`src/rtl/cpu_pkg.sv`:
```
// Shared CPU definitions: datapath widths, ALU op codes, condition encodings
// and the flag-based condition evaluator used by writeback.
package cpu_pkg;

  localparam int DATA_W = 64;
  localparam int REG_AW = 4;

  typedef enum logic [1:0] {
    ALU_ADD = 2'd0,
    ALU_SUB = 2'd1,
    ALU_MUL = 2'd2,
    ALU_DIV = 2'd3
  } alu_op_e;

  typedef enum logic [2:0] {
    COND_ALWAYS = 3'd0,
    COND_Z      = 3'd1,
    COND_NZ     = 3'd2,
    COND_N      = 3'd3,
    COND_P      = 3'd4,
    COND_NZE    = 3'd5,
    COND_PZE    = 3'd6,
    COND_NEVER  = 3'd7
  } cond_e;

  typedef struct packed {
    logic neg;
    logic pos;
    logic zero;
  } flags_t;

  function automatic logic cond_eval(input cond_e sel, input flags_t f);
    logic r;
    r = 1'b0;
    unique case (sel)
      COND_ALWAYS: r = 1'b1;
      COND_Z:      r = f.zero;
      COND_NZ:     r = !f.zero;
      COND_N:      r = f.neg;
      COND_P:      r = f.pos;
      COND_NZE:    r = f.neg | f.zero;
      COND_PZE:    r = f.pos | f.zero;
      COND_NEVER:  r = 1'b0;
      default:     r = 1'b0;
    endcase
    return r;
  endfunction

endpackage

```
`src/rtl/wb_fifo.sv`:
```
// Circular write queue with synchronous flush; exposes per-entry valid bits and
// tag fields so the parent can build a register-pending mask.
module wb_fifo #(
  parameter int W     = 68,
  parameter int DEPTH = 2,
  parameter int TAG_W = 4
) (
  input  logic                        clk,
  input  logic                        rst_n,
  input  logic                        push_i,
  input  logic [W-1:0]                data_i,
  input  logic                        pop_i,
  input  logic                        flush_i,
  output logic                        full_o,
  output logic                        empty_o,
  output logic [W-1:0]                head_o,
  output logic [DEPTH-1:0]            vld_o,
  output logic [DEPTH-1:0][TAG_W-1:0] tag_o
);

  localparam int PW = (DEPTH > 1) ? $clog2(DEPTH) : 1;
  localparam int CW = $clog2(DEPTH + 1);

  logic [W-1:0]     mem_q [DEPTH];
  logic [DEPTH-1:0] vld_q;
  logic [PW-1:0]    head_q, tail_q;
  logic [CW-1:0]    count_q;
  logic             push, pop;

  function automatic logic [PW-1:0] ptr_inc(input logic [PW-1:0] p);
    return (p == PW'(DEPTH - 1)) ? '0 : p + PW'(1);
  endfunction

  assign full_o  = (count_q == CW'(DEPTH));
  assign empty_o = (count_q == '0);
  assign push    = push_i && !full_o;
  assign pop     = pop_i && !empty_o;
  assign head_o  = mem_q[head_q];
  assign vld_o   = vld_q;

  always_comb begin
    for (int i = 0; i < DEPTH; i++) tag_o[i] = mem_q[i][W-1 -: TAG_W];
  end

  // Flush wins over any concurrent push or pop.
  always_ff @(posedge clk or negedge rst_n) begin
    if (!rst_n) begin
      mem_q   <= '{default: '0};
      vld_q   <= '0;
      head_q  <= '0;
      tail_q  <= '0;
      count_q <= '0;
    end else if (flush_i) begin
      vld_q   <= '0;
      head_q  <= '0;
      tail_q  <= '0;
      count_q <= '0;
    end else begin
      if (push) begin
        mem_q[tail_q] <= data_i;
        vld_q[tail_q] <= 1'b1;
        tail_q        <= ptr_inc(tail_q);
      end
      if (pop) begin
        vld_q[head_q] <= 1'b0;
        head_q        <= ptr_inc(head_q);
      end
      if (push && !pop)      count_q <= count_q + CW'(1);
      else if (!push && pop) count_q <= count_q - CW'(1);
    end
  end

endmodule

```
`src/rtl/alu_writeback.sv`:
```
// ALU writeback stage: architectural flags, branch condition, and a stallable
// write queue toward the register file with a per-register pending mask.
module alu_writeback #(
  parameter int DATA_W = cpu_pkg::DATA_W,
  parameter int REG_AW = cpu_pkg::REG_AW,
  parameter int DEPTH  = 2
) (
  input  logic                   clk,
  input  logic                   rst_n,
  input  logic                   in_valid,
  output logic                   in_ready,
  input  logic [REG_AW-1:0]      in_rd,
  input  logic                   in_wr,
  input  logic                   in_set_flags,
  input  logic [DATA_W-1:0]      in_c,
  input  logic                   in_neg,
  input  logic                   in_pos,
  input  logic                   in_zero,
  input  logic                   flush,
  output logic                   wb_valid,
  input  logic                   wb_ready,
  output logic [REG_AW-1:0]      wb_addr,
  output logic [DATA_W-1:0]      wb_data,
  output logic                   flag_neg,
  output logic                   flag_pos,
  output logic                   flag_zero,
  input  logic [2:0]             cond_sel,
  output logic                   cond_true,
  output logic [2**REG_AW-1:0]   pending
);

  import cpu_pkg::*;

  localparam int EW = REG_AW + DATA_W;

  logic                            full, empty, xfer;
  logic [EW-1:0]                   head;
  logic [DEPTH-1:0]                ent_vld;
  logic [DEPTH-1:0][REG_AW-1:0]    ent_rd;
  flags_t                          flags_q;

  assign in_ready = !full && !flush;
  assign xfer     = in_valid && in_ready;

  wb_fifo #(
    .W     (EW),
    .DEPTH (DEPTH),
    .TAG_W (REG_AW)
  ) u_fifo (
    .clk     (clk),
    .rst_n   (rst_n),
    .push_i  (xfer && in_wr),
    .data_i  ({in_rd, in_c}),
    .pop_i   (wb_ready),
    .flush_i (flush),
    .full_o  (full),
    .empty_o (empty),
    .head_o  (head),
    .vld_o   (ent_vld),
    .tag_o   (ent_rd)
  );

  assign wb_valid = !empty;
  assign wb_addr  = head[EW-1 -: REG_AW];
  assign wb_data  = head[DATA_W-1:0];

  always_comb begin
    pending = '0;
    for (int i = 0; i < DEPTH; i++) begin
      if (ent_vld[i]) pending[ent_rd[i]] = 1'b1;
    end
  end

  // Reset value matches the flags of a zero result; flush never touches flags.
  always_ff @(posedge clk or negedge rst_n) begin
    if (!rst_n) begin
      flags_q <= '{neg: 1'b0, pos: 1'b0, zero: 1'b1};
    end else if (xfer && in_set_flags) begin
      flags_q <= '{neg: in_neg, pos: in_pos, zero: in_zero};
    end
  end

  assign flag_neg  = flags_q.neg;
  assign flag_pos  = flags_q.pos;
  assign flag_zero = flags_q.zero;
  assign cond_true = cond_eval(cond_e'(cond_sel), flags_q);

endmodule
```
`config.mk`:
```
export PLATFORM = sky130hd
export DESIGN_NAME = alu_writeback
export DESIGN_NICKNAME = d
export VERILOG_FILES = /design/src/rtl/cpu_pkg.sv /design/src/rtl/wb_fifo.sv /design/src/rtl/alu_writeback.sv
export SDC_FILE = /design/constraint.sdc
export NUM_CORES = 1
export LEC_CHECK = 0
export CELL_PAD_IN_SITES_DETAIL_PLACEMENT = 0
export CELL_PAD_IN_SITES_GLOBAL_PLACEMENT = 1
export CORE_ASPECT_RATIO = 1.5
export CORE_MARGIN = 3
export CORE_UTILIZATION = 35
export DETAILED_ROUTE_END_ITERATION = 8
export PLACE_DENSITY = 0.81
export SYNTH_ARGS = -nofsm -noshare
export SYNTH_HDL_FRONTEND = slang
export SYNTH_SLANG_ARGS = --single-unit
```
`constraint.sdc`:
```
create_clock -name clk -period 4.5 [get_ports clk]
set_input_delay 1.35 -clock clk [delete_from_list [all_inputs] [get_ports clk]]
set_output_delay 1.35 -clock clk [all_outputs]
set_load 0.03 [all_outputs]
```
==> metrics.txt, run 1 <==
clock latency on the worst-skew pair roughly 410 ps; slowest CP cell clkdlybuf4s50_1; fraction of registers with async set/reset 100%; Setup Skew slightly below 7 ps; post-synthesis cell count between 400 and 500; share of cells above drive strength 1 a little under two fifths; Detail Placement HPWL 10.5 mm; H-Tree Depth 4; CP Class input pin to output port; Max rail drop VDD about 0.00022 V; clk root buf clkbuf_16; sequential area share after synthesis 55.5%; post-CTS sizing 1; CP endpoint kind output port; fin cells around 900; # DRC 0; number of global-route vias before repair 4880; clock power share 31.6%; CTS max path bufs 2; CP arrival ~2900 ps; CP top delay family buffers and inverters; max incr delay on CP 550 ps; Tmin final between 4000 and 5000 ps; Die H 173 um; IO buf count 170; worst hold slack 483 ps; final hold vios 0; Initial Util 36.0%; placed instance area 8530 sq um; drt via density approximately 4.9; fin area 9140 sq um; Place WS -37.4 ps; WL/cell 17.8 um; Placed Cells between 800 and 900; crit path max fanout 6; Yosys cell types 33; Final Wtd Congestion 0.812; Critical Path Start Type input pin; PnR worst setup slack 236 ps; Sw Share 29.6%; Lkg Pwr 3.72 nW; FF+latch count, synth about 150; area of the die 20400 sq um; gr usage total ~16%; Buf/Inv on CP 2; grt ovf 0; ranking of synthesized cells by area dfrtp_1 (55%), mux2_2 (33%), mux2_1 (2.6%); Slew Limit Fails 0; CTS Hold Bufs 0; Int Pwr 3.23 mW; Sequential Power Share 39.0%; Vias about 4300; syn nets 526; CTS tree done; Final Net Count 698; combinational group share of total power ~30%; worst hold path type register to register; global-route wire length before repair 25.7 mm; Finish-stage setup viols 0; Max Cap Viol 0; PD cells 501 nW/um^2; DRT Wirelength 15.6 mm; status finished clean; Worst Path Required 3150 ps; post-CTS setup buffers 0; Inserted Diodes 0; area grow syn2layout 39.7%; Clock Sinks 145; I/O pin cnt 171; Ys Warns 0; NetSw 1.35 mW; worst-path cell chain clkdlybuf4s50_1 -> a21oi_1 -> mux2_2 -> o221ai_1 -> dlygate4sd2_1; row cnt 60; Post-Synthesis Cell Area ~6500 sq um; setup repair after global routing missed its margin no; Slew @ Worst Pin 822 ps; Total Power 4.58 mW; Period Utilization, post-route 94.8%; Reg clk slew, reported paths 60 ps; Fill cells roughly 1600; number of DRC markers in iteration 0 187; first-pass iteration count of the detailed router 4; area share of the largest cell type after synthesis 55.1%; Die Width 118 um; syn_area_per_cell 14.7 sq um; Achievable Freq 235 MHz; area leader, netlist dfrtp_1; Routed Antenna Nets 0; relative slew slack 45.2%; prevailing post-synth register cell dfrtp_1; number of flops mapped to enable cells by yosys 0; largest net degree at the start of global routing 87; initial antenna violation count 0; CTS Buf Count 17; Core Area 18200 sq um
## per-layer routing
| metal | wire (um) | up-vias | GRT usage (%) | share of wire (%) |
|---|---|---|---|---|
| met5 | 0 | - | 0 | 0 |
| met1 | 5810 | 2152 | 15.9 | 37 |
| met3 | 611 | 18 | 3.43 | 3.9 |
| li1 | - | 1976 | - | - |
| met4 | 297 | 0 | 6.31 | 1.9 |
| met2 | 8890 | 127 | 31.1 | 57 |
## cell families (layout without fill, tap and decap cells)
kind of cell	after synthesis	in the layout	synth area share, %
AO/OA/AOI/OAI	29	29	2.98
XOR/XNOR	1	1	0.134
buffers and inverters	27	212	1.89
flip-flops	145	145	55.5
multiplexers	208	208	35.8
AND/OR/NAND/NOR	35	35	3.69
## cell type report
type                    count  area (sq um)  area share, %
well taps                 248           310           3.40
inverters                   4          15.0          0.164
flip-flops and latches    145          3630           39.7
multi-input cells         273          2790           30.5
clock buffers              21           460           5.04
clock inverters            11           150           1.64
repair buffers            176          1780           19.5
## sequential cells by signal (all words and copies together) (netlist names)
name and count:
u_fifo.mem_q 128, u_fifo.tag_o 8, u_fifo.vld_o 2, flag_pos 1, flag_neg 1, flag_zero 1
u_fifo.count_q 2, u_fifo.head_q 1, u_fifo.tail_q 1
## stage by stage
stage               setup TNS (ps)  util (%)
floorplan                        0         -
global placement                 0      46.9
detailed placement           -37.4      46.9
CTS                              0      50.3
global route                     0      50.3
finish                           0      50.3
## worst paths after layout
check / endpoint / slack (ps) / cells past startpoint / from
worst max-delay path: cond_true / 240 / 5 / cond_sel[2]
worst min-delay path: u_fifo.mem_q[112]$_DFFE_PN0P_ / 480 / 1 / u_fifo.mem_q[112]$_DFFE_PN0P_
worst max register to register: u_fifo.mem_q[97]$_DFFE_PN0P_ / 2410 / 4 / u_fifo.count_q[1]$_DFFE_PN0P_
worst min register to register: u_fifo.mem_q[112]$_DFFE_PN0P_ / 480 / 1 / u_fifo.mem_q[112]$_DFFE_PN0P_
max in group asynchronous: u_fifo.mem_q[102]$_DFFE_PN0P_ / 2660 / 2 / rst_n
min in group asynchronous: u_fifo.mem_q[86]$_DFFE_PN0P_ / 970 / 1 / rst_n
## synthesized netlist by cell type (2+ instances only)
cell,n
nor2_1,3
nand3b_1,2
and3b_1,2
clkbuf_1,9
mux2_1,15
a31oi_1,2
o32ai_1,4
or2_2,3
nand3_1,9
o22ai_1,12
nand2b_1,6
nand2_1,3
inv_1,4
a21oi_1,3
buf_2,12
buf_4,2
mux2_2,193
o21ai_0,3
dfrtp_1,144
## power groups by stage
| stage | logic [mW] | registers [mW] | clock network [mW] |
|---|---|---|---|
| after floorplan | 0.858 | 1.76 | 0 |
| after global placement | 1.34 | 1.78 | 0 |
| after detailed placement | 1.36 | 1.81 | 0 |
| after CTS | 1.37 | 1.79 | 1.49 |
| after global routing | 1.44 | 1.83 | 1.54 |
| final | 1.35 | 1.78 | 1.45 |
## worst register-to-register path: cells and delay by family (launching register included)
| kind | cells | cell delay, ps |
|---|---|---|
| buf+inv | 1 | 590 |
| flops | 1 | 420 |
| mux | 1 | 470 |
| simple gates | 2 | 500 |
## placed cells by master, fill, tap and decap left out, types with 2 or more instances in the layout
cell	count
buf_4	3
clkdlybuf4s50_1	168
o21ai_0	3
clkbuf_1	2
clkinvlp_4	2
buf_12	3
o22ai_1	12
inv_1	4
nand2b_1	6
a21oi_1	3
clkinv_2	2
nand3b_1	2
mux2_1	15
a31oi_1	2
nor2_1	3
clkbuf_8	2
inv_6	3
and3b_1	2
or2_2	3
nand2_1	3
bufinv_16	3
nand3_1	9
mux2_2	193
dfrtp_1	143
o32ai_1	4
clkbuf_16	17
Power figures use the tool's default switching activity.
==> run 2, diff against run 1 <==
--- a/config.mk
+++ b/config.mk
@@ -7,10 +7,10 @@
 export LEC_CHECK = 0
 export CELL_PAD_IN_SITES_DETAIL_PLACEMENT = 0
 export CELL_PAD_IN_SITES_GLOBAL_PLACEMENT = 1
-export CORE_ASPECT_RATIO = 1.5
 export CORE_MARGIN = 3
 export CORE_UTILIZATION = 35
 export DETAILED_ROUTE_END_ITERATION = 8
+export HOLD_SLACK_MARGIN = 0.02
 export PLACE_DENSITY = 0.81
 export SYNTH_ARGS = -nofsm -noshare
 export SYNTH_HDL_FRONTEND = slang
==> run 2 against run 1 <==
Net effect: non-clock buffer count up 2; sequential share of layout area grew 0.060 points; worst setup slack gained 150 ps; highest routed layer unchanged; largest power group unchanged; sequential cell count is the same; clock power about the same; clock-buffer cell count decreased by 2; via count rose by 1.8%; maximum frequency rose by 3.6%; critical path depth is the same.
==> metrics.txt, run 2 (same netlist as run 1, synthesis figures left out) <==
post-CTS setup buffers 0 (unchanged); Achievable Freq 243 MHz (was 235 MHz); Critical Path Start Type input pin (unchanged); clk root buf clkbuf_16 (unchanged); Finish-stage setup viols 0 (unchanged); IO buf count 170 (unchanged); Vias 4350 (was 4273); number of global-route vias before repair 4808 (was 4880); commonest non-fill, non-tap cells in the layout mux2_2 (193), clkdlybuf4s50_1 (168), dfrtp_1 (143) (unchanged); first-pass iteration count of the detailed router 5 (was 4); fin area 9130 sq um (was 9140 sq um); PD cells 505 nW/um^2 (was 501 nW/um^2); Largest register FFs 128 (unchanged); gr usage total 15.0% (was 15.8%); Die H 143 um (was 173 um); relative slew slack 39.2% (was 45.2%); area grow syn2layout 39.5% (was 39.7%); CTS Hold Bufs 0 (unchanged); Final Net Count 700 (was 698); H-Tree Depth 4 (unchanged); Tmin final 4110 ps (was 4260 ps); clock latency on the worst-skew pair 410 ps (about the same); Max Cap Viol 0 (unchanged); Inserted Diodes 0 (unchanged); CP endpoint kind output port (unchanged); Setup Skew 8.47 ps (was 6.74 ps); setup repair after global routing missed its margin no (unchanged); global-route wire length before repair 24.4 mm (was 25.7 mm); Detail Placement HPWL 10.1 mm (was 10.5 mm); Clock Sinks 145 (unchanged); area of the die 20400 sq um (about the same); drt via density 5.05 (was 4.87); initial antenna violation count 0 (unchanged); crit path max fanout 6 (unchanged); grt ovf 0 (unchanged); Routed Antenna Nets 0 (unchanged); Period Utilization, post-route 91.4% (was 94.8%); most common cell after layout, fill and taps aside mux2_2 (unchanged); I/O pin cnt 171 (unchanged); WL/cell 17.4 um (was 17.8 um); share of cells above drive strength 1 38.6% (was 38.1%); TNS Setup 0 ps (unchanged); row cnt 49 (was 60); Lkg Pwr 3.74 nW (was 3.72 nW); number of DRC markers in iteration 0 109 (was 187); # DRC 0 (unchanged); Final Wtd Congestion 0.796 (was 0.812); post-CTS sizing 0 (was 1); Slew Limit Fails 0 (unchanged); DRT Wirelength 15.0 mm (was 15.6 mm); Worst Path Required 3150 ps (about the same); Die Width 143 um (was 118 um); status finished clean (unchanged); Core Area 18100 sq um (was 18200 sq um); worst hold path type register to register (unchanged); placed instance area 8500 sq um (was 8530 sq um); final hold vios 0 (unchanged); largest net degree at the start of global routing 102 (was 87); Reg clk slew, reported paths 60 ps (about the same); Initial Util 36.0% (about the same); CP Class input pin to output port (unchanged); Most flops, register u_fifo.mem_q (unchanged); CTS max path bufs 2 (unchanged); Max rail drop VDD 0.000355 V (was 0.000223 V); CTS Buf Count 17 (unchanged); CTS tree done (unchanged); CP arrival 2760 ps (was 2910 ps); Slew @ Worst Pin 912 ps (was 822 ps)
-- run 2: critical path: stages --
cell             delay (ps)
clkdlybuf4s50_1         560
a21oi_1                 100
mux2_2                  270
o221ai_1                160
dlymetal6s2s_1          320
-- run 2: path summary, 6_finish.rpt --
kind	end	start	cells past startpoint	slack (ps)
setup / recovery	cond_true	cond_sel[2]	5	390
min in group asynchronous	u_fifo.mem_q[40]$_DFFE_PN0P_	rst_n	1	1060
max in group asynchronous	u_fifo.mem_q[83]$_DFFE_PN0P_	rst_n	2	2540
hold reg to reg	u_fifo.mem_q[58]$_DFFE_PN0P_	u_fifo.mem_q[58]$_DFFE_PN0P_	1	490
setup reg to reg	u_fifo.mem_q[57]$_DFFE_PN0P_	u_fifo.count_q[1]$_DFFE_PN0P_	4	2380
hold / removal	u_fifo.mem_q[58]$_DFFE_PN0P_	u_fifo.mem_q[58]$_DFFE_PN0P_	1	490
-- run 2: final cells by class --
class / instances / area, sq um
fillers: 1561 / 9020
flip-flops and latches: 145 / 3630
multi-input cells: 273 / 2790
repair buffers: 178 / 1780
clock buffers: 19 / 453
well taps: 229 / 287
clock inverters: 13 / 174
inverters: 4 / 15.0
-- run 2: layer usage --
layer	vias to the layer above	track usage (%)	routed length (um)
met5	-	0	0
met4	0	3.55	93
met3	9	5.56	1040
met2	145	25.6	7590
met1	2214	18.2	6240
li1	1982	-	-
-- run 2: per-stage QoR --
stage | total power, mW | hold slack [ps] | setup slack (ps) | utilization [%] | std cells
after floorplan | 2.62 | 452 | 942 | - | 445
after global placement | 3.11 | 462 | 58.0 | 46.8 | 829
after detailed placement | 3.16 | 474 | 10.6 | 46.8 | 829
after CTS | 4.68 | 487 | 2.21 | 50.3 | 861
after global routing | 4.85 | 504 | 326 | 50.3 | 861
final | 4.61 | 486 | 386 | 50.3 | 861
-- run 2: power breakdown --
part,total (mW),internal [mW],leakage [nW],switching [mW]
clock network,1.48,0.914,0.303,0.566
registers,1.78,1.62,1.78,0.165
logic,1.35,0.702,1.66,0.643
==> run 3, diff against run 2 <==
--- a/config.mk
+++ b/config.mk
@@ -12,6 +12,7 @@
 export DETAILED_ROUTE_END_ITERATION = 8
 export HOLD_SLACK_MARGIN = 0.02
 export PLACE_DENSITY = 0.81
+export REMOVE_ABC_BUFFERS = 1
 export SYNTH_ARGS = -nofsm -noshare
 export SYNTH_HDL_FRONTEND = slang
 export SYNTH_SLANG_ARGS = --single-unit
==> run 3 against run 2 <==
Net effect: hold slack got worse by 3.7 ps; wire length decreased by 0.29%; sequential power about the same; first-iteration DRC count increased by 51%; utilization decreased by 0.28 points; final area decreased by 0.55%; sequential share of layout area increased by 0.25 points; sequential cell count unchanged; register-to-register slack improved by 130 ps; maximum frequency increased by 2.8%; non-clock buffer count decreased by 1; final cell count decreased by 0.12%; largest power group unchanged.
==> metrics.txt, run 3 (same netlist as run 1, synthesis figures left out) <==
status finished clean (unchanged); number of DRC markers in iteration 0 165 (was 109); most common cell after layout, fill and taps aside mux2_2 (unchanged); Period Utilization, post-route 88.9% (was 91.4%); Routed Antenna Nets 0 (unchanged); final hold vios 0 (unchanged); worst hold path type register to register (unchanged); clk root buf clkbuf_16 (unchanged); clock latency on the worst-skew pair 420 ps (was 410 ps); share of cells above drive strength 1 38.7% (was 38.6%); Vias 4364 (was 4350); area of the die 20400 sq um (unchanged); DRT Wirelength 14.9 mm (was 15.0 mm); H-Tree Depth 4 (unchanged); relative slew slack 60.3% (was 39.2%); drt via density 5.07 (was 5.05); CTS max path bufs 2 (unchanged); initial antenna violation count 0 (unchanged); Setup Skew 6.72 ps (was 8.47 ps); Detail Placement HPWL 10.2 mm (was 10.1 mm); Most flops, register u_fifo.mem_q (unchanged); CTS Buf Count 17 (unchanged); final core utilization 50.0% (was 50.3%); Reg2Reg Depth 4 (unchanged); TNS Setup 0 ps (unchanged); Core Area 18100 sq um (unchanged); CP arrival 2650 ps (was 2760 ps); number of global-route vias before repair 4739 (was 4808); post-CTS sizing 0 (unchanged); Die H 143 um (unchanged); Lkg Pwr 3.70 nW (was 3.74 nW); gr usage total 14.9% (was 15.0%); CP Class input pin to output port (unchanged); R2R setup slack 2510 ps (was 2380 ps); grt ovf 0 (unchanged); # DRC 0 (unchanged); Max Cap Viol 0 (unchanged); busiest metal layer after global routing met2 (unchanged); Reg clk slew, reported paths 60 ps (about the same); PD cells 495 nW/um^2 (was 505 nW/um^2); Tmin final 4000 ps (was 4110 ps); crit path max fanout 6 (unchanged); post-CTS setup buffers 0 (unchanged); Max rail drop VDD 0.000271 V (was 0.000355 V); Final Net Count 699 (was 700); routing usage on met1 17.8% (was 18.2%); largest net degree at the start of global routing 83 (was 102); hold path start u_fifo.mem_q[113]$_DFFE_PN0P_ (was u_fifo.mem_q[58]$_DFFE_PN0P_); worst hold slack 482 ps (was 486 ps); setup repair after global routing missed its margin no (unchanged); CTS tree done (unchanged); worst flop-to-flop path startpoint u_fifo.count_q[1]$_DFFE_PN0P_ (unchanged); Finish-stage setup viols 0 (unchanged); first-pass iteration count of the detailed router 4 (was 5); CP endpoint kind output port (unchanged); Largest register FFs 128 (unchanged); WL/cell 17.3 um (was 17.4 um); Worst Path Required 3150 ps (about the same); CP startpoint cond_sel[2] (unchanged); Slew Limit Fails 0 (unchanged); CTS Hold Bufs 0 (unchanged); Inserted Diodes 0 (unchanged); M2 GR Usage 25.1% (was 25.6%); IO buf count 170 (unchanged); global routing usage on met3 4.82% (was 5.56%); Initial Util 36.0% (unchanged); Final Wtd Congestion 0.881 (was 0.796); global-route wire length before repair 24.1 mm (was 24.4 mm); commonest non-fill, non-tap cells in the layout mux2_2 (193), clkdlybuf4s50_1 (168), dfrtp_1 (143) (unchanged); Die Width 143 um (unchanged); Critical Path Start Type input pin (unchanged); Slew @ Worst Pin 596 ps (was 912 ps); Clock Sinks 145 (unchanged); I/O pin cnt 171 (unchanged); row cnt 49 (unchanged); Total Power 4.49 mW (was 4.61 mW); area grow syn2layout 38.7% (was 39.5%); WHS Path Cells 1 (unchanged); Achievable Freq 250 MHz (was 243 MHz)
## run 3: metal layers
layer  up-vias  routed length (um)  part of all wire (%)
li1       1982                   -                     -
met1      2229                6280                    42
met2       136                7460                    50
met3        17                 969                   6.5
met4         0                 202                   1.4
met5         -                   0                     0
## run 3: critical path, stage by stage
cell and delay [ps]:
clkdlybuf4s50_1 560, a21oi_1 90, mux2_2 270, o221ai_1 190, buf_4 200
## run 3: worst paths after layout
| path | to |
|---|---|
| min in group asynchronous | u_fifo.mem_q[13]$_DFFE_PN0P_ |
| max in group asynchronous | u_fifo.mem_q[112]$_DFFE_PN0P_ |
| min | u_fifo.mem_q[113]$_DFFE_PN0P_ |
| min reg2reg | u_fifo.mem_q[113]$_DFFE_PN0P_ |
| max reg2reg | u_fifo.mem_q[21]$_DFFE_PN0P_ |
| max | cond_true |
## run 3: report_power, final
part | internal, mW | total [mW] | switching, mW
clock network | 0.776 | 1.36 | 0.587
logic | 0.702 | 1.34 | 0.637
registers | 1.62 | 1.79 | 0.175
## run 3: final cells by class
| type | instances | area, sq um |
|---|---|---|
| timing repair buffer | 177 | 1780 |
| fill | 1557 | 9070 |
| clock buffer | 17 | 425 |
| sequential | 145 | 3630 |
| inverter | 4 | 15.0 |
| tap | 229 | 287 |
| multi-input combinational | 273 | 2790 |
| clock inverter | 15 | 149 |
## run 3: per-stage QoR
| stage | cell area, sq um | std cells | worst slack, ps |
|---|---|---|---|
| after floorplan | 6430 | 422 | 172 |
| after global placement | 8500 | 828 | 528 |
| after detailed placement | 8500 | 828 | 497 |
| after CTS | 9070 | 860 | 480 |
| after global routing | 9070 | 860 | 431 |
| final | 9070 | 860 | 498 |
